$ cat src/rtl/maxpool_2x2_if.sv
// Pixel stream interface for the 2x2 max-pooling stage: convolution pixels in,
// pooled pixels with their pooled coordinates and an end-of-frame pulse out.
interface maxpool_2x2_if #(
    parameter int WORD_SIZE  = 8,
    parameter int ROW_SIZE   = 538,
    parameter int FRAME_ROWS = 538
);
    localparam int COL_W = (ROW_SIZE / 2 > 1) ? $clog2(ROW_SIZE / 2) : 1;
    localparam int ROW_W = (FRAME_ROWS / 2 > 1) ? $clog2(FRAME_ROWS / 2) : 1;

    logic [WORD_SIZE-1:0] in_pixel;
    logic                 in_valid;
    logic [WORD_SIZE-1:0] out_pixel;
    logic                 out_valid;
    logic [COL_W-1:0]     out_col;
    logic [ROW_W-1:0]     out_row;
    logic                 frame_done;

    modport master (
        output in_pixel, in_valid,
        input  out_pixel, out_valid, out_col, out_row, frame_done
    );

    modport slave (
        input  in_pixel, in_valid,
        output out_pixel, out_valid, out_col, out_row, frame_done
    );
endinterface

$ cat src/rtl/maxpool_2x2.sv
// Streaming 2x2 / stride-2 max pooling. Even rows park pair maxima in a
// half-width line buffer; odd rows combine them and emit one pooled pixel.
module maxpool_2x2 #(
    parameter int WORD_SIZE  = 8,
    parameter int ROW_SIZE   = 538,
    parameter int FRAME_ROWS = 538
) (
    input logic           clk,
    input logic           rst,
    maxpool_2x2_if.slave  pif
);
    localparam int COL_W = (ROW_SIZE / 2 > 1) ? $clog2(ROW_SIZE / 2) : 1;
    localparam int ROW_W = (FRAME_ROWS / 2 > 1) ? $clog2(FRAME_ROWS / 2) : 1;
    // One extra bit below the pooled index gives the full input position
    localparam int CW = COL_W + 1;
    localparam int RW = ROW_W + 1;
    localparam logic [CW-1:0] COL_LAST = CW'(ROW_SIZE - 1);
    localparam logic [RW-1:0] ROW_LAST = RW'(FRAME_ROWS - 1);
    localparam int LB_DEPTH = ROW_SIZE / 2;

    logic [CW-1:0]        col_q, col_d;
    logic [RW-1:0]        row_q, row_d;
    logic [WORD_SIZE-1:0] pair_q, pair_d;
    logic [WORD_SIZE-1:0] out_pixel_q, out_pixel_d;
    logic                 out_valid_q, out_valid_d;
    logic [COL_W-1:0]     out_col_q, out_col_d;
    logic [ROW_W-1:0]     out_row_q, out_row_d;
    logic                 frame_done_q, frame_done_d;

    logic [WORD_SIZE-1:0] line_buf_q [LB_DEPTH];

    logic [COL_W-1:0]     col_idx;
    logic [ROW_W-1:0]     row_idx;
    logic [WORD_SIZE-1:0] pair_max;
    logic [WORD_SIZE-1:0] lb_rd;
    logic                 lb_we;

    assign col_idx  = col_q[CW-1:1];
    assign row_idx  = row_q[RW-1:1];
    assign pair_max = (pif.in_pixel > pair_q) ? pif.in_pixel : pair_q;
    assign lb_rd    = line_buf_q[col_idx];

    always_comb begin
        col_d        = col_q;
        row_d        = row_q;
        pair_d       = pair_q;
        out_pixel_d  = out_pixel_q;
        out_col_d    = out_col_q;
        out_row_d    = out_row_q;
        out_valid_d  = 1'b0;
        frame_done_d = 1'b0;
        lb_we        = 1'b0;
        if (pif.in_valid) begin
            if (col_q == COL_LAST) begin
                col_d = '0;
                row_d = (row_q == ROW_LAST) ? '0 : row_q + 1'b1;
            end else begin
                col_d = col_q + 1'b1;
            end

            if (!col_q[0]) begin
                pair_d = pif.in_pixel;
            end else if (!row_q[0]) begin
                lb_we = 1'b1;
            end else begin
                out_pixel_d  = (lb_rd > pair_max) ? lb_rd : pair_max;
                out_col_d    = col_idx;
                out_row_d    = row_idx;
                out_valid_d  = 1'b1;
                frame_done_d = (row_q == ROW_LAST) && (col_q == COL_LAST);
            end
        end
    end

    always_ff @(posedge clk) begin
        if (rst) begin
            col_q        <= '0;
            row_q        <= '0;
            pair_q       <= '0;
            out_pixel_q  <= '0;
            out_valid_q  <= 1'b0;
            out_col_q    <= '0;
            out_row_q    <= '0;
            frame_done_q <= 1'b0;
        end else begin
            col_q        <= col_d;
            row_q        <= row_d;
            pair_q       <= pair_d;
            out_pixel_q  <= out_pixel_d;
            out_valid_q  <= out_valid_d;
            out_col_q    <= out_col_d;
            out_row_q    <= out_row_d;
            frame_done_q <= frame_done_d;
        end
    end

    // Line buffer is never reset; every entry is rewritten on an even row before use
    always_ff @(posedge clk) begin
        if (!rst && lb_we) begin
            line_buf_q[col_idx] <= pair_max;
        end
    end

    assign pif.out_pixel  = out_pixel_q;
    assign pif.out_valid  = out_valid_q;
    assign pif.out_col    = out_col_q;
    assign pif.out_row    = out_row_q;
    assign pif.frame_done = frame_done_q;
endmodule
$ cat src/flat_wrapper.sv
// flat-port wrapper written by rule: the top's interface ports become plain ports
module maxpool_2x2_flat 
#(
    parameter int WORD_SIZE  = 8,
    parameter int ROW_SIZE   = 538,
    parameter int FRAME_ROWS = 538
)
  (clk, rst, pif_in_pixel, pif_in_valid, pif_out_pixel, pif_out_valid, pif_out_col, pif_out_row, pif_frame_done);
  maxpool_2x2_if #(.WORD_SIZE(WORD_SIZE), .ROW_SIZE(ROW_SIZE), .FRAME_ROWS(FRAME_ROWS)) pif_i ();
  input logic clk;
  input logic rst;
  input wire logic [$bits(pif_i.in_pixel)-1:0] pif_in_pixel;
  input wire logic [$bits(pif_i.in_valid)-1:0] pif_in_valid;
  output wire logic [$bits(pif_i.out_pixel)-1:0] pif_out_pixel;
  output wire logic [$bits(pif_i.out_valid)-1:0] pif_out_valid;
  output wire logic [$bits(pif_i.out_col)-1:0] pif_out_col;
  output wire logic [$bits(pif_i.out_row)-1:0] pif_out_row;
  output wire logic [$bits(pif_i.frame_done)-1:0] pif_frame_done;
  assign pif_i.in_pixel = pif_in_pixel;
  assign pif_i.in_valid = pif_in_valid;
  assign pif_out_pixel = pif_i.out_pixel;
  assign pif_out_valid = pif_i.out_valid;
  assign pif_out_col = pif_i.out_col;
  assign pif_out_row = pif_i.out_row;
  assign pif_frame_done = pif_i.frame_done;
  maxpool_2x2 #(.WORD_SIZE(WORD_SIZE), .ROW_SIZE(ROW_SIZE), .FRAME_ROWS(FRAME_ROWS)) u_core (.clk(clk), .rst(rst), .pif(pif_i));
endmodule
$ cat config.mk
export PLATFORM = sky130hd
export DESIGN_NAME = maxpool_2x2_flat
export DESIGN_NICKNAME = d
export VERILOG_FILES = /design/src/rtl/maxpool_2x2_if.sv /design/src/rtl/maxpool_2x2.sv /design/src/flat_wrapper.sv
export SDC_FILE = /design/constraint.sdc
export NUM_CORES = 2
export LEC_CHECK = 0
export CORE_MARGIN = 3
export CORE_UTILIZATION = 55
export CTS_BUF_LIST = sky130_fd_sc_hd__clkbuf_2
export CTS_CLUSTER_SIZE = 25
export DETAILED_ROUTE_END_ITERATION = 10
export GPL_TIMING_DRIVEN = 1
export PLACE_DENSITY = 0.71
export SETUP_SLACK_MARGIN = 0.02
export SLEW_MARGIN = 20
export SYNTH_ARGS = -nofsm -noshare
export SYNTH_HDL_FRONTEND = slang
export SYNTH_SLANG_ARGS = --single-unit
$ cat constraint.sdc
create_clock -name clk -period 8.2 [get_ports clk]
set_input_delay 1.64 -clock clk [delete_from_list [all_inputs] [get_ports clk]]
set_output_delay 1.64 -clock clk [all_outputs]
set_load 0.01 [all_outputs]
# [Yosys cells after proc, flatten, opt, wreduce, memory -nomap -nowiden]
# Memories as Yosys holds them, arrays and structs flattened. A register that Yosys moved wholly into a read port is not among the register bits.
# Index checks and enable logic that the tools add are counted.
[classes] n_reduce_logical=8 n_addsub=2 div=0 n_lt_le_gt_ge=2 n_shift=0 n_mux=12 mul=0 n_bitwise=3 eq_ne=2
[ops] cell="$add 10x1->10 const B" count=2
[ops] cell="$eq 10x10->1 const B" count=2
[ops] cell="$mux 10" count=2
[ops] cell="$mux 9" count=2
[ops] cell="$gt 8x8->1" count=2
[ops] cell="$mux 8" count=2
[ops] cell="$mux 1" count=6
[ops] cell="$reduce_and 2->1" count=2
[ops] cell="$reduce_or 4->1" count=1
[ops] cell="$not 1->1" count=3
[ops] cell="$reduce_and 3->1" count=1
[ops] cell="$reduce_or 3->1" count=1
[ops] cell="$logic_and 1x1->1" count=2
[ops] cell="$logic_not 1->1" count=1
[word_totals] regBits=56 ramBits=2152 latchBits=0 in_bits=11 out_inout_bits=28 rom_bits=0 elab_cells=38 mem_count=1
[mem_list] name="u_core.line_buf_q" depth=269 width=8 rd=1 rd_clocked_by_memory_dff=1 write_ports=1 line_no="maxpool_2x2.sv:30" source="logic [WORD_SIZE-1:0] line_buf_q [LB_DEPTH];"

# [Logic depth before layout (Yosys ltp)]
[depth] depth_word=6 ltp_mapped=22 mapped_depth_nobuf=18

# [Worst setup path after synthesis]
# Ideal clock, no wire load.
[synth_path] path_type="input to register" start="input port pif_in_pixel[1]" end="register u_core.out_pixel_q[3] (netlist: u_core.pif.out_pixel[3])" path_buffers=0 stages=17 arrival_time_ps=7211 setup_ps=100 setup_slack_ps=890 cell_sequence="ha_1 > nor2b_1 > o21a_1 > o21ai_0 > a21oi_1 > o31ai_2 > mux2_2 > inv_1 > ha_1 > nor2b_1 > o21a_1 > o21a_1 > o21a_1 > o31ai_1 > or2_0 > and3b_1 > a2111oi_4"
[synth_between] elab_chain_len=4
[synth_lines] element="from (decl)" line_no="flat_wrapper.sv:12" source="input wire logic [$bits(pif_i.in_pixel)-1:0] pif_in_pixel;"
[synth_lines] element="$gt 8x8->1" line_no="maxpool_2x2.sv:40" source="assign pair_max = (pif.in_pixel > pair_q) ? pif.in_pixel : pair_q;"
[synth_lines] element="$mux 8 (*)" line_no="maxpool_2x2.sv:40"
[synth_lines] element="via u_core.pair_max[1]" line_no="maxpool_2x2.sv:34" source="logic [WORD_SIZE-1:0] pair_max;"
[synth_lines] element="$gt 8x8->1 (*)" line_no="maxpool_2x2.sv:66" source="out_pixel_d = (lb_rd > pair_max) ? lb_rd : pair_max;"
[synth_lines] element="$mux 8 (*)" line_no="maxpool_2x2.sv:66"
[synth_lines] element="to (signal assigned)" line_no="maxpool_2x2.sv:89" source="out_pixel_q <= out_pixel_d;"
[synth_lines] element="to (decl)" line_no="maxpool_2x2.sv:24" source="logic [WORD_SIZE-1:0] out_pixel_q, out_pixel_d;"
# The timed path passes the listed nets; every way through them passes the cells marked *.
# A chain may end at the register's enable or synchronous reset.

==> results.cfg <==
[outcome]
status = finished clean

[floorplan]
initial_utilization = 0.556
die_h_um = 404
core_area_sq_um = 157000
die_area_sq_um = 163000
io_pins = 39
fp-row-count = 145
die_x_um = 404

[route]
drt-initial-drc-count = 5636
wirelength_mm = 222
route.detailed.drc = 0
via_per_inst = 6.40
dr.pass1.iters = 6
ant_nets = 0
routedWlPerCell_um = 30.2
vias = 47100

[worst_setup_path]
cp-start-kind = flip-flop
critPathKind = reg2reg
crit_arrival_ns = 8.03
worst_ep_required_time_ns = 9.85
r2r_slack_ns = 1.82
r2r-end = u_core.pif.out_pixel[3]
crit_fanout = 38
end_kind = flip-flop
reg2regPathDepth = 15

[cts]
cts_sinks = 2217
cts_resized = 0
post_cts_buffers = 0
root_buffer = clkbuf_2
numCtsBuffers = 559
cts_buffer_depth = 4
cts_hold_buf = 0
tritoncts = built
path_clk_slew_ns = 0.12
cts_max_level = 6
clk_latency_ns = 1.78

[synthesis]
synth-edff-count = 2152
syn_inst = 4516
synth_area_leaders = edfxtp_1, mux4_2, mux2i_1
synth_top_area_frac = 0.741
syn_avg_cell_area_sq_um = 19.3
synthesis.nets = 4547
yosys_register_bits = 2217
ys.flop_type = edfxtp_1
async_flop_share = 0
yosys.area.top_type = edfxtp_1
synthDistinctLibCells = 75
syn_area_sq_um = 87200
seq_area_frac_synth = 0.756
ys_warn_count = 0

[sta]
period_needed_ns = 6.38
setup_violations = 0
slew_viol_final = 0
final_hold_viol_count = 0
grt_setup_unrepaired = false
period_share = 0.778
maxSlewHeadroom = 0.193
clock_skew_ns = 0.163
tightest_slew_ns = 1.21
final.setup.tns_ns = 0
fmax_mhz = 157

[global_route]
grt_max_degree = 206
grt_pass1_wl_mm = 322
grt_overflow = 0
grt_pass1_vias = 46900
grt_usage = 0.274
antenna_found_initial = 6

[final_layout]
fin_nets = 4988
area_delta_synth_final_pct = 7.84
drive_gt1_frac = 0.246
fin_cells = 7355

[place]
io_buffers = 38
dp_hpwl_mm = 134
globalplace.congestion = 0.875
placed_cells = 6454

[hold_path]
min_path_cells = 2
hold_path_class = reg2reg
min_from = u_core.pif.out_row[8]
min_to = u_core.pif.out_row[8]

[power_and_ir_drop]
power_leakage_nw = 29.7
p_sw_frac = 0.241
p_clk_frac = 0.339
internal-power_w = 0.0158
ir_drop_v = 0.000132
power_per_cell_area_nw_per_um2 = 221
fin_total_pwr_w = 0.0208
p_switching_w = 0.00502
seq_power_share = 0.609
combPwrFrac = 0.051

[run]
cap_violations = 0
-- per-stage QoR --
stage | cell area, sq um | utilization | setup slack [ns] | hold slack (ns)
finish | 94000 | 0.599 | 1.82 | 0.459
global route | 94000 | 0.599 | 1.67 | 0.402
CTS | 94000 | 0.599 | 1.95 | 0.342
detailed placement | 89400 | 0.570 | 1.57 | 0.452
global placement | 89400 | 0.570 | 1.64 | 0.444
floorplan | 87200 | - | 0.890 | 0.446
-- worst max-delay path, cell delays in order (launching register included) --
cell	delay, ns
dfxtp_4	0.80
buf_12	0.36
buf_4	0.61
mux2i_1	0.16
o22ai_1	0.20
nor3_1	0.10
a22oi_1	0.39
nor4b_1	0.87
a31oi_1	0.53
nand2_1	0.19
ha_1	0.25
a21o_1	0.17
o31ai_1	0.52
or2_0	0.44
and3b_1	0.26
a2111oi_4	0.30
-- cell usage in the layout, fill, tap and decap left out, types with 58 or more instances in the layout --
cell type,n
dfxtp_1,61
a21oi_1,78
edfxtp_1,2152
clkinv_1,76
mux4_2,324
mux2i_1,409
nor2_1,335
o22ai_1,135
buf_4,92
clkbuf_2,790
o21ai_0,58
nand2_1,148
-- cell type report --
type / instances / area (sq um)
Clock inverter: 101 / 628
Timing Repair Buffer: 147 / 1400
Inverter: 27 / 110
Tap cell: 2058 / 2570
Clock buffer: 790 / 3950
Fill cell: 11400 / 62900
Antenna cell: 10 / 25.0
Multi-Input combinational cell: 2005 / 19400
Sequential cell: 2217 / 65900
-- per-layer routing --
metal / global-route usage / up-vias / wire length [um]
li1: - / 19700 / -
met1: 0.387 / 24100 / 85400
met2: 0.419 / 2894 / 106000
met3: 0.0636 / 438 / 23600
met4: 0.108 / 0 / 7650
met5: 0 / - / 0
-- Yosys cell counts, types with 5 or more instances --
cell	number
inv_1	26
mux4_2	324
a221oi_1	25
edfxtp_1	2152
nor2_1	338
dfxtp_1	65
nand3b_1	10
o221ai_1	47
o22ai_1	135
nand3_1	29
a2111oi_0	20
a211oi_1	41
and2_1	6
nand2_1	151
nor2b_1	16
nor3b_1	9
nor4_1	23
ha_1	20
nor3_1	32
xor2_1	10
mux2_2	20
buf_2	50
mux2i_1	409
a22o_1	15
or4_1	5
o21ai_0	58
a21oi_1	78
mux4_1	25
buf_6	37
nand4_1	16
o31ai_1	5
or3_1	8
buf_4	35
clkbuf_1	97
a31oi_1	7
nand2b_1	8
a22oi_1	40
buf_8	30
buf_1	10
buf_12	8
and3_1	10
o21a_1	6
-- kinds of logic (layout without fill, tap and decap cells) --
family | count (synthesis) | in the layout | synth area share
and+or+nand+nor | 680 | 680 | 0.0346
xor gates and xnor gates | 13 | 13 | 0.00131
DFF | 2217 | 2217 | 0.756
buffers and inverters | 294 | 1065 | 0.0234
other | 0 | 10 | 0
AOI/OAI and AO/OA | 514 | 514 | 0.0408
adders and majority gates | 20 | 20 | 0.00287
muxes | 778 | 778 | 0.141
-- sequential cells by signal, summed over array words and instances (netlist names), named ones only --
signal / count
u_core.pair_q: 8
u_core.pif.frame_done: 1
u_core.col_q: 10
u_core.pif.out_col: 9
u_core.pif.out_valid: 1
u_core.pif.out_row: 9
u_core.row_q: 10
u_core.line_buf_q: 2152
u_core.pif.out_pixel: 8
-- worst max path at each step --
stage	end	startpoint	slack, ns	cells past startpoint
5_1_grt	u_core.pif.out_pixel[3]	flip-flop	1.67	15
4_1_cts	u_core.pif.out_pixel[3]	flip-flop	1.95	15
2_1_floorplan	u_core.pif.out_pixel[3]	pif_in_pixel[1]	0.89	17
6_report	u_core.pif.out_pixel[3]	flip-flop	1.82	15
3_3_place_gp	u_core.pif.out_pixel[3]	pif_in_pixel[1]	1.64	19
3_5_place_dp	u_core.pif.out_pixel[3]	pif_in_pixel[1]	1.57	19
-- power groups by stage --
stage | clock network (W) | logic [W] | registers [W]
floorplan | 0 | 0.000717 | 0.0130
global placement | 0 | 0.00104 | 0.0129
detailed placement | 0 | 0.00107 | 0.0129
CTS | 0.00716 | 0.00107 | 0.0127
global route | 0.00778 | 0.00113 | 0.0127
finish | 0.00706 | 0.00107 | 0.0127
Note: power is estimated with default switching activity, not from simulation.
